==> src/rtl/reg_file_mp_pkg.sv <==
// Shared types and helpers for the multi-port integer register file.
package reg_file_mp_pkg;

  localparam int unsigned XLEN_DEF  = 32;
  localparam int unsigned NREGS_DEF = 32;
  localparam int unsigned AW_DEF    = $clog2(NREGS_DEF);

  typedef logic [AW_DEF-1:0] reg_addr_t;

  localparam reg_addr_t REG_ZERO = '0;

  // An address names a real, writable register: inside the file and not a hardwired x0.
  function automatic logic addr_ok(input int unsigned addr, input int unsigned nregs,
                                   input logic zero_reg);
    return (addr < nregs) && !(zero_reg && (addr == 32'(REG_ZERO)));
  endfunction

endpackage

==> src/rtl/reg_file_mp_if.sv <==
// Read / write / reserve bundle between the core pipeline (master) and the register file (slave).
interface reg_file_mp_if
  import reg_file_mp_pkg::*;
#(
  parameter int unsigned XLEN = XLEN_DEF,
  parameter int unsigned AW   = AW_DEF,
  parameter int unsigned NRD  = 2,
  parameter int unsigned NWR  = 1
) ();

  logic [NRD-1:0][AW-1:0]   rd_addr;
  logic [NRD-1:0][XLEN-1:0] rd_data;
  logic [NRD-1:0]           rd_busy;
  logic [NWR-1:0]           wr_en;
  logic [NWR-1:0][AW-1:0]   wr_addr;
  logic [NWR-1:0][XLEN-1:0] wr_data;
  logic                     rsv_en;
  logic [AW-1:0]            rsv_addr;

  modport master (
    output rd_addr, wr_en, wr_addr, wr_data, rsv_en, rsv_addr,
    input  rd_data, rd_busy
  );

  modport slave (
    input  rd_addr, wr_en, wr_addr, wr_data, rsv_en, rsv_addr,
    output rd_data, rd_busy
  );

endinterface

==> src/rtl/reg_file_mp_scoreboard.sv <==
// Per-register busy bits: set by a reservation, cleared by writeback, reservation wins a tie.
module reg_file_mp_scoreboard
  import reg_file_mp_pkg::*;
#(
  parameter int unsigned NREGS    = NREGS_DEF,
  parameter int unsigned NRD      = 2,
  parameter int unsigned NWR      = 1,
  parameter int unsigned ZERO_REG = 1,
  parameter int unsigned AW       = $clog2(NREGS)
) (
  input  logic                   clk,
  input  logic                   rst,
  input  logic                   rsv_en,
  input  logic [AW-1:0]          rsv_addr,
  input  logic [NWR-1:0]         clr_en,
  input  logic [NWR-1:0][AW-1:0] clr_addr,
  input  logic [NRD-1:0][AW-1:0] rd_addr,
  output logic [NRD-1:0]         rd_busy
);

  localparam logic ZERO_EN = (ZERO_REG != 0);

  logic [NREGS-1:0] busy_q;
  logic [NREGS-1:0] busy_d;

  // Next busy state: writebacks clear first, then a reservation sets (new producer wins).
  always_comb begin
    busy_d = busy_q;
    for (int j = 0; j < NWR; j++) begin
      if (clr_en[j] && addr_ok(32'(clr_addr[j]), NREGS, ZERO_EN)) begin
        busy_d[clr_addr[j]] = 1'b0;
      end
    end
    if (rsv_en && addr_ok(32'(rsv_addr), NREGS, ZERO_EN)) begin
      busy_d[rsv_addr] = 1'b1;
    end
  end

  // Busy flops, cleared asynchronously.
  always_ff @(posedge clk or posedge rst) begin
    if (rst) begin
      busy_q <= '0;
    end else begin
      busy_q <= busy_d;
    end
  end

  // Busy lookup per read port; out-of-range and x0 read as not busy.
  always_comb begin
    rd_busy = '0;
    for (int i = 0; i < NRD; i++) begin
      if (addr_ok(32'(rd_addr[i]), NREGS, ZERO_EN)) begin
        rd_busy[i] = busy_q[rd_addr[i]];
      end
    end
  end

endmodule

==> src/rtl/reg_file_mp.sv <==
// Multi-port integer register file with optional x0 hardwiring, write-to-read bypass and
// a busy scoreboard for in-flight producers.
module reg_file_mp
  import reg_file_mp_pkg::*;
#(
  parameter int unsigned XLEN     = XLEN_DEF,
  parameter int unsigned NREGS    = NREGS_DEF,
  parameter int unsigned NRD      = 2,
  parameter int unsigned NWR      = 1,
  parameter int unsigned ZERO_REG = 1,
  parameter int unsigned BYPASS   = 1,
  localparam int unsigned AW      = $clog2(NREGS)
) (
  input  logic         clk,
  input  logic         rst,
  reg_file_mp_if.slave bus
);

  localparam logic ZERO_EN = (ZERO_REG != 0);

  logic [XLEN-1:0] regs_q [NREGS];
  logic [XLEN-1:0] regs_d [NREGS];
  logic [NRD-1:0]  byp_hit;
  logic [NRD-1:0]  sb_busy;

  // Write next-state: ports applied in ascending order so the highest index wins.
  always_comb begin
    regs_d = regs_q;
    for (int j = 0; j < NWR; j++) begin
      if (bus.wr_en[j] && addr_ok(32'(bus.wr_addr[j]), NREGS, ZERO_EN)) begin
        regs_d[bus.wr_addr[j]] = bus.wr_data[j];
      end
    end
  end

  // Data array, cleared asynchronously.
  always_ff @(posedge clk or posedge rst) begin
    if (rst) begin
      for (int r = 0; r < NREGS; r++) begin
        regs_q[r] <= '0;
      end
    end else begin
      for (int r = 0; r < NREGS; r++) begin
        regs_q[r] <= regs_d[r];
      end
    end
  end

  // Combinational read with optional same-cycle forwarding of in-flight write data.
  always_comb begin
    byp_hit     = '0;
    bus.rd_data = '0;
    for (int i = 0; i < NRD; i++) begin
      if (addr_ok(32'(bus.rd_addr[i]), NREGS, ZERO_EN)) begin
        bus.rd_data[i] = regs_q[bus.rd_addr[i]];
        if (BYPASS != 0) begin
          for (int j = 0; j < NWR; j++) begin
            if (bus.wr_en[j] && (bus.wr_addr[j] == bus.rd_addr[i])) begin
              bus.rd_data[i] = bus.wr_data[j];
              byp_hit[i]     = 1'b1;
            end
          end
        end
      end
      // Forwarding must not leak through while the file is held in reset.
      if (rst) begin
        bus.rd_data[i] = '0;
      end
    end
  end

  reg_file_mp_scoreboard #(
    .NREGS    (NREGS),
    .NRD      (NRD),
    .NWR      (NWR),
    .ZERO_REG (ZERO_REG),
    .AW       (AW)
  ) u_scoreboard (
    .clk      (clk),
    .rst      (rst),
    .rsv_en   (bus.rsv_en),
    .rsv_addr (bus.rsv_addr),
    .clr_en   (bus.wr_en),
    .clr_addr (bus.wr_addr),
    .rd_addr  (bus.rd_addr),
    .rd_busy  (sb_busy)
  );

  // A forwarded value is the finished producer, so the port is no longer busy.
  assign bus.rd_busy = rst ? '0 : (sb_busy & ~byp_hit);

endmodule

==> src/flat_wrapper.sv <==
// flat-port wrapper written by rule: the top's interface ports become plain ports
module reg_file_mp_flat import reg_file_mp_pkg::*;
#(
  parameter int unsigned XLEN     = XLEN_DEF,
  parameter int unsigned NREGS    = NREGS_DEF,
  parameter int unsigned NRD      = 2,
  parameter int unsigned NWR      = 1,
  parameter int unsigned ZERO_REG = 1,
  parameter int unsigned BYPASS   = 1,
  localparam int unsigned AW      = $clog2(NREGS)
)
  (clk, rst, bus_rd_addr, bus_wr_en, bus_wr_addr, bus_wr_data, bus_rsv_en, bus_rsv_addr, bus_rd_data, bus_rd_busy);
  reg_file_mp_if #(.XLEN(XLEN), .AW((5)), .NRD(NRD), .NWR(NWR)) bus_i ();
  input  logic clk;
  input  logic rst;
  input wire logic [$bits(bus_i.rd_addr)-1:0] bus_rd_addr;
  input wire logic [$bits(bus_i.wr_en)-1:0] bus_wr_en;
  input wire logic [$bits(bus_i.wr_addr)-1:0] bus_wr_addr;
  input wire logic [$bits(bus_i.wr_data)-1:0] bus_wr_data;
  input wire logic [$bits(bus_i.rsv_en)-1:0] bus_rsv_en;
  input wire logic [$bits(bus_i.rsv_addr)-1:0] bus_rsv_addr;
  output wire logic [$bits(bus_i.rd_data)-1:0] bus_rd_data;
  output wire logic [$bits(bus_i.rd_busy)-1:0] bus_rd_busy;
  assign bus_i.rd_addr = bus_rd_addr;
  assign bus_i.wr_en = bus_wr_en;
  assign bus_i.wr_addr = bus_wr_addr;
  assign bus_i.wr_data = bus_wr_data;
  assign bus_i.rsv_en = bus_rsv_en;
  assign bus_i.rsv_addr = bus_rsv_addr;
  assign bus_rd_data = bus_i.rd_data;
  assign bus_rd_busy = bus_i.rd_busy;
  reg_file_mp #(.XLEN(XLEN), .NREGS(NREGS), .NRD(NRD), .NWR(NWR), .ZERO_REG(ZERO_REG), .BYPASS(BYPASS)) u_core (.clk(clk), .rst(rst), .bus(bus_i));
endmodule
==> config.mk <==
export PLATFORM = sky130hd
export DESIGN_NAME = reg_file_mp_flat
export DESIGN_NICKNAME = d
export VERILOG_FILES = /design/src/rtl/reg_file_mp_pkg.sv /design/src/rtl/reg_file_mp_if.sv /design/src/rtl/reg_file_mp_scoreboard.sv /design/src/rtl/reg_file_mp.sv /design/src/flat_wrapper.sv
export SDC_FILE = /design/constraint.sdc
export NUM_CORES = 2
export LEC_CHECK = 0
export CORE_MARGIN = 5
export CORE_UTILIZATION = 65
export CTS_CLUSTER_DIAMETER = 150
export DETAILED_ROUTE_END_ITERATION = 8
export DONT_BUFFER_PORTS = 1
export PLACE_DENSITY = 0.81
export SETUP_SLACK_MARGIN = 0.2
export SYNTH_ARGS = -nofsm -noshare
export SYNTH_HDL_FRONTEND = slang
export SYNTH_SLANG_ARGS = --single-unit
==> constraint.sdc <==
create_clock -name clk -period 55.1 [get_ports clk]
set_clock_uncertainty 0.15 [all_clocks]
set_input_delay 11.02 -clock clk [delete_from_list [all_inputs] [get_ports clk]]
set_output_delay 11.02 -clock clk [all_outputs]
set_load 0.05 [all_outputs]
Word-level counts from Yosys, hierarchy flattened --
Index checks and enable logic that the tools add are counted.
Storage, ports and cells: input bits 56, output and inout bits 66, logic and storage cells 98, register bits 1056
Operators by class: magnitude comparators 10, mux-type cells 32, bitwise operators 8, reduce and logical (&&, ||, !) cells 13, equality and inequality tests 2
Operators with widths (number):
- 1024-bit bitwise mux | 1
- 32-bit 2-to-1 mux | 13
- 32-bit binary-select mux with 5-bit select | 2
- 32-bit demux with 5-bit select | 1
- 32-bit bitwise AND | 1
- 32-bit NOT | 1
- 32-bit bitwise OR | 1
- 5-bit by 6-bit < comparator with 1-bit output (second input constant) | 4
- 5-bit logical NOT | 4
- 6-bit greater-or-equal comparator (second input constant) | 3
- 5-bit NOT with 6-bit output | 3
- 1-bit binary-select mux with 5-bit select | 2
- 1-bit demux with 5-bit select | 2
- 5-bit == test | 2
- 5-bit by 1-bit greater-or-equal comparator with 1-bit output (second input constant) | 2
- 1-bit 2-to-1 mux | 10
- 1-bit logical AND | 7
- 6-bit by 1-bit < comparator with 1-bit output (second input constant) | 1
- 2-bit bitwise AND | 1
- 1-bit logical NOT | 2
- 2-bit 2-to-1 mux | 1
- 2-bit NOT | 1

Longest topological paths before layout --
depth in word-level cells 9, depth in mapped cells 10, gate-level depth less buffers 5

Cells and area by module --
Synthesis repeated with hierarchy kept, for this count alone.
Unflattened totals: cell total of the unflattened synthesis 4126, area, all modules 57687.8 µm²
By module, submodules not included:
- reg_file_mp | area an instance 55705.9 µm², sequential area each 25624.6 µm², times used 1, cells an instance 3913
- reg_file_mp_scoreboard | area an instance 1981.9 µm², sequential area each 800.8 µm², times used 1, cells an instance 213

Worst setup path before layout --
OpenSTA, ideal clock, no wires.
path type input port to output port, from in rst, to out bus_rd_data[34], data arrival time 39.917 ns, buffers on the path 0, path slack 4.013 ns, stages on the path 5, required time 43.930 ns, path through inv_1 -> nand3_1 -> o22ai_1 -> and4b_1 -> nor2_1
Between the ends: word-level cells in the longest chain between the ends 1
Ends and longest elaborated chain:
- start: declaration | line flat_wrapper.sv:15 | input logic rst;
- 32-bit 2-to-1 mux | line reg_file_mp.sv:66 | if (rst) begin
- end: declaration | line flat_wrapper.sv:22 | output wire logic [$bits(bus_i.rd_data)-1:0] bus_rd_data;
Every way passes these cells.

Worst setup path after layout --
from in bus_rd_addr[8], to out bus_rd_data[58]
Between the ends: word-level cells in the longest chain between the ends 7, elaborated cells on any way between the ends 10, classes of those cells 1 x eq/ne; 6 x mux; 1 x bitwise; 2 x reduce/logical
Ends and longest elaborated chain:
- start: declaration | line flat_wrapper.sv:16 | input wire logic [$bits(bus_i.rd_addr)-1:0] bus_rd_addr;
- 5-bit NOT with 6-bit output (implied by the code) | line reg_file_mp.sv:55 | bus.rd_data[i] = regs_q[bus.rd_addr[i]];
- 32-bit binary-select mux with 5-bit select | line reg_file_mp.sv:55
- 32-bit 2-to-1 mux (implied by the code) (2 in series) | line reg_file_mp.sv:55
- 32-bit 2-to-1 mux | line reg_file_mp.sv:58 | if (bus.wr_en[j] && (bus.wr_addr[j] == bus.rd_addr[i])) begin
- 32-bit 2-to-1 mux (*) | line reg_file_mp.sv:54 | if (addr_ok(32'(bus.rd_addr[i]), NREGS, ZERO_EN)) begin
- 32-bit 2-to-1 mux (*) | line reg_file_mp.sv:66
Every way passes the cells marked *; elsewhere a longest branch is shown, timed or not. The select of a mux whose other input is x is not followed.

==> results.sh <==
export IMPL_avgSynthCellArea_sq_um=14.0
export IMPL_rows=108
export IMPL_comb_power_share_pct=19.1
export IMPL_power_share_sequential_pct=46.2
export IMPL_cts_repair_resized=0
export IMPL_hold_viol=0
export IMPL_detailed_place_hpwl_mm=99.2
export IMPL_synth_edf_count=0
export IMPL_grt_pass1_vias=40200
export IMPL_gp_congestion=0.895
export IMPL_tritoncts="done"
export IMPL_dr_pass1_iters=8
export IMPL_detailed_place_area_sq_um=57400
export IMPL_startpoint="bus_rd_addr[8]"
export IMPL_grt_pass1_wl_mm=268
export IMPL_antenna_found_initial=8
export IMPL_syn_area_sq_um=57300
export IMPL_synthFlopType="dfrtp_1"
export IMPL_cp_required_ps=43930
export IMPL_critical_path_max_fanout=25
export IMPL_die_y_microns=307
export IMPL_regToRegStartpoint="u_core.regs_q[716]"
export IMPL_grt_start_max_net_pins=375
export IMPL_seq_area_frac_synth_pct=46.1
export IMPL_yosys_area_top_type_share_pct=46.1
export IMPL_cts_hold_buf=0
export IMPL_clock_fmax_ghz=0.0391
export IMPL_drt_initial_drc_count=5349
export IMPL_io_pins=122
export IMPL_clkPwrFrac_pct=34.7
export IMPL_post_route_period_util_pct=46.4
export IMPL_num_vias=39300
export IMPL_critPathCapture="bus_rd_data[58]"
export IMPL_synth_xor_area_share_pct=0.153
export IMPL_cp_cell_sequence="inv_2, nand3_1, o22ai_1, and4b_1, nor2_1"
export IMPL_clock_root_buffer="clkbuf_16"
export IMPL_port_buffers=0
export IMPL_rsz0062_at_grt="false"
export IMPL_dpl_worst_slack_ps=29610
export IMPL_cts_buffers=110
export IMPL_synth_cell_types=54
export IMPL_netlist_top_cells_area="dfrtp_1 46%, mux2_2 17%, mux4_2 14%"
export IMPL_power_density_nw_per_um2=36.7
export IMPL_status="finished with violations"
export IMPL_internal_power_mw=1.63
export IMPL_synthTopCellsByCount="1,056 x dfrtp_1, 873 x mux2_2, 421 x mux2i_1, 351 x mux4_2, 256 x clkbuf_1"
export IMPL_yosysMostFrequentCell="dfrtp_1"
export IMPL_wl_mm=181
export IMPL_r2r_worst_path_cells=1
export IMPL_violations="slew limit"
export IMPL_drt_antenna_violating_nets=0
export IMPL_worstReg2RegEnd="u_core.regs_q[716]"
export IMPL_clk_path_buf_depth=3
export IMPL_tns_ps=0
export IMPL_cts_htree_levels=3
export IMPL_drive_above_1_share_pct=39.3
export IMPL_ys_warn_count=0
export IMPL_start_kind="primary input"
export IMPL_min_path_type="flop to flop"
export IMPL_synth_area_mux_share_pct=40.7
export IMPL_fin_area_sq_um=61100
export IMPL_wl_per_cell_microns=35.7
export IMPL_dp_cells=4849
export IMPL_switching_share_pct=27.4
export IMPL_die_x_microns=307
export IMPL_worst_slew_pin_slew_ps=1560
export IMPL_p_switching_mw=0.615
export IMPL_synthCells=4089
export IMPL_finalCriticalPeriod_ps=25550
export IMPL_core_sq_um=87200
export IMPL_drt_vias_per_instance=7.78
export IMPL_dieArea_sq_um=94200
export IMPL_synth_area_leader_cell="dfrtp_1"
export IMPL_setup_ws_ps=29550
export IMPL_area_growth_pct=6.71
export IMPL_cap_violations=0
export IMPL_fin_nets=3862
export IMPL_synth_simple_area_share_pct=2.50
export IMPL_initial_utilization_pct=65.7
export IMPL_crit_path_top_delay_cell="nand3_1"
export IMPL_synth_seq_cells=1056
export IMPL_grtUsageTotal_pct=38.1
export IMPL_synthArstFlopShare_pct=100
export IMPL_drcViolationCount=0
export IMPL_synth_nets=4145
export IMPL_crit_path_end_kind="output port"
export IMPL_layoutNonFillerInstCount=5053
export IMPL_synth_compound_area_share_pct=6.71
export IMPL_holdWs_ps=247
export IMPL_setup_viol=0
export IMPL_p_leak_nw=26.7
export IMPL_synth_adder_area_share_pct=0
export IMPL_insertion_delay_ps=690
export IMPL_cts_sinks=1056
export IMPL_maxSlewViolCount=68
export IMPL_ir_worst_vdd_mv=0.0329
export IMPL_path_class="primary input to output port"
export IMPL_post_cts_buffers=0
export IMPL_reg2reg_slack_ps=54110
export IMPL_synth_top_family_by_area="multiplexers"
export IMPL_grt_ovfl_total=0
export IMPL_max_slew_margin_pct=-3.95
export IMPL_clk_pin_slew_ps=60
export IMPL_cpPeakStageDelay_ps=1180
export IMPL_arrival_ps=14380
## metal layers
| metal | wire [microns] | GRT usage [%] | vias up | part of all wire, % |
|---|---|---|---|---|
| li1 | - | - | 15300 | - |
| met1 | 67100 | 52.1 | 20600 | 37 |
| met2 | 78800 | 55.2 | 2776 | 44 |
| met3 | 23800 | 13.5 | 705 | 13 |
| met4 | 10700 | 18.2 | 18 | 6.0 |
| met5 | 130 | 0 | - | 0.072 |
## placed cells by master (no fill, tap or decap), types with 17 or more instances in the layout
master     instances
dfrtp_1         1056
nor3_1            28
a221o_1           73
mux4_2           351
nand2_2           17
clkbuf_1          19
o22ai_1           43
nand3_1           37
o21ai_0          106
and4b_1           19
nor2b_1           24
nor2_1            48
mux2_1           119
clkinv_2          21
mux2_2           873
a221oi_1          85
mux2i_1          421
clkbuf_8          28
clkbuf_16        113
buf_4             66
o221ai_1          63
a21oi_1           48
and2_1            20
nand2_1           23
a22oi_1           25
a211oi_1          18
## state kept, by name, summed over array words and instances (netlist names)
register	count
u_core.u_scoreboard.busy_q	32
u_core.regs_q	1024
## power groups by stage
stage                     sequential, mW  clock, mW  combinational [mW]
after global routing                1.05      0.812               0.455
after global placement              1.03          0               0.407
after detailed placement            1.04          0               0.420
final                               1.04      0.779               0.429
after CTS                           1.03      0.780               0.423
after floorplan                     1.01          0               0.370
## stage by stage
stage               power [mW]  util [%]
floorplan                 1.38         -
global placement          1.44      65.8
CTS                       2.23      70.1
global route              2.32      70.1
finish                    2.25      70.1
detailed placement        1.46      65.8
## cell type report
type,count,area (sq um)
multi-input cells,2559,28900
diodes,4,10.0
flip-flops and latches,1056,26400
repair buffers,69,556
clock buffers,160,3280
well taps,1155,1450
inverters,10,46.3
clock inverters,40,483
fillers,5746,26000
## worst min path at each step
| stage | from | end | cells after the start |
|---|---|---|---|
| finish | u_core.regs_q[1019] | u_core.regs_q[1019] | 0 |
| global route | u_core.regs_q[1009] | u_core.regs_q[1009] | 0 |
| CTS | u_core.regs_q[996] | u_core.regs_q[996] | 0 |
| detailed placement | u_core.regs_q[1012] | u_core.regs_q[1012] | 0 |
| global placement | u_core.regs_q[1023] | u_core.regs_q[1023] | 0 |
| floorplan | u_core.regs_q[1001] | u_core.regs_q[1001] | 1 |
## cells by family (layout without fill, tap and decap cells)
group | after synthesis | after routing
flip-flops | 1056 | 1056
buffers and inverters | 474 | 279
XOR/XNOR | 10 | 10
AO/OA/AOI/OAI | 516 | 516
other | 0 | 4
AND/OR/NAND/NOR | 269 | 269
multiplexers | 1764 | 1764
## worst max-delay path, delay by kind of cell
kind,cells,cell delay [ps]
buffers and inverters,1,500
AND/OR/NAND/NOR,3,2280
AO/OA/AOI/OAI,1,550
No activity file was read; power rests on OpenSTA's default activity.
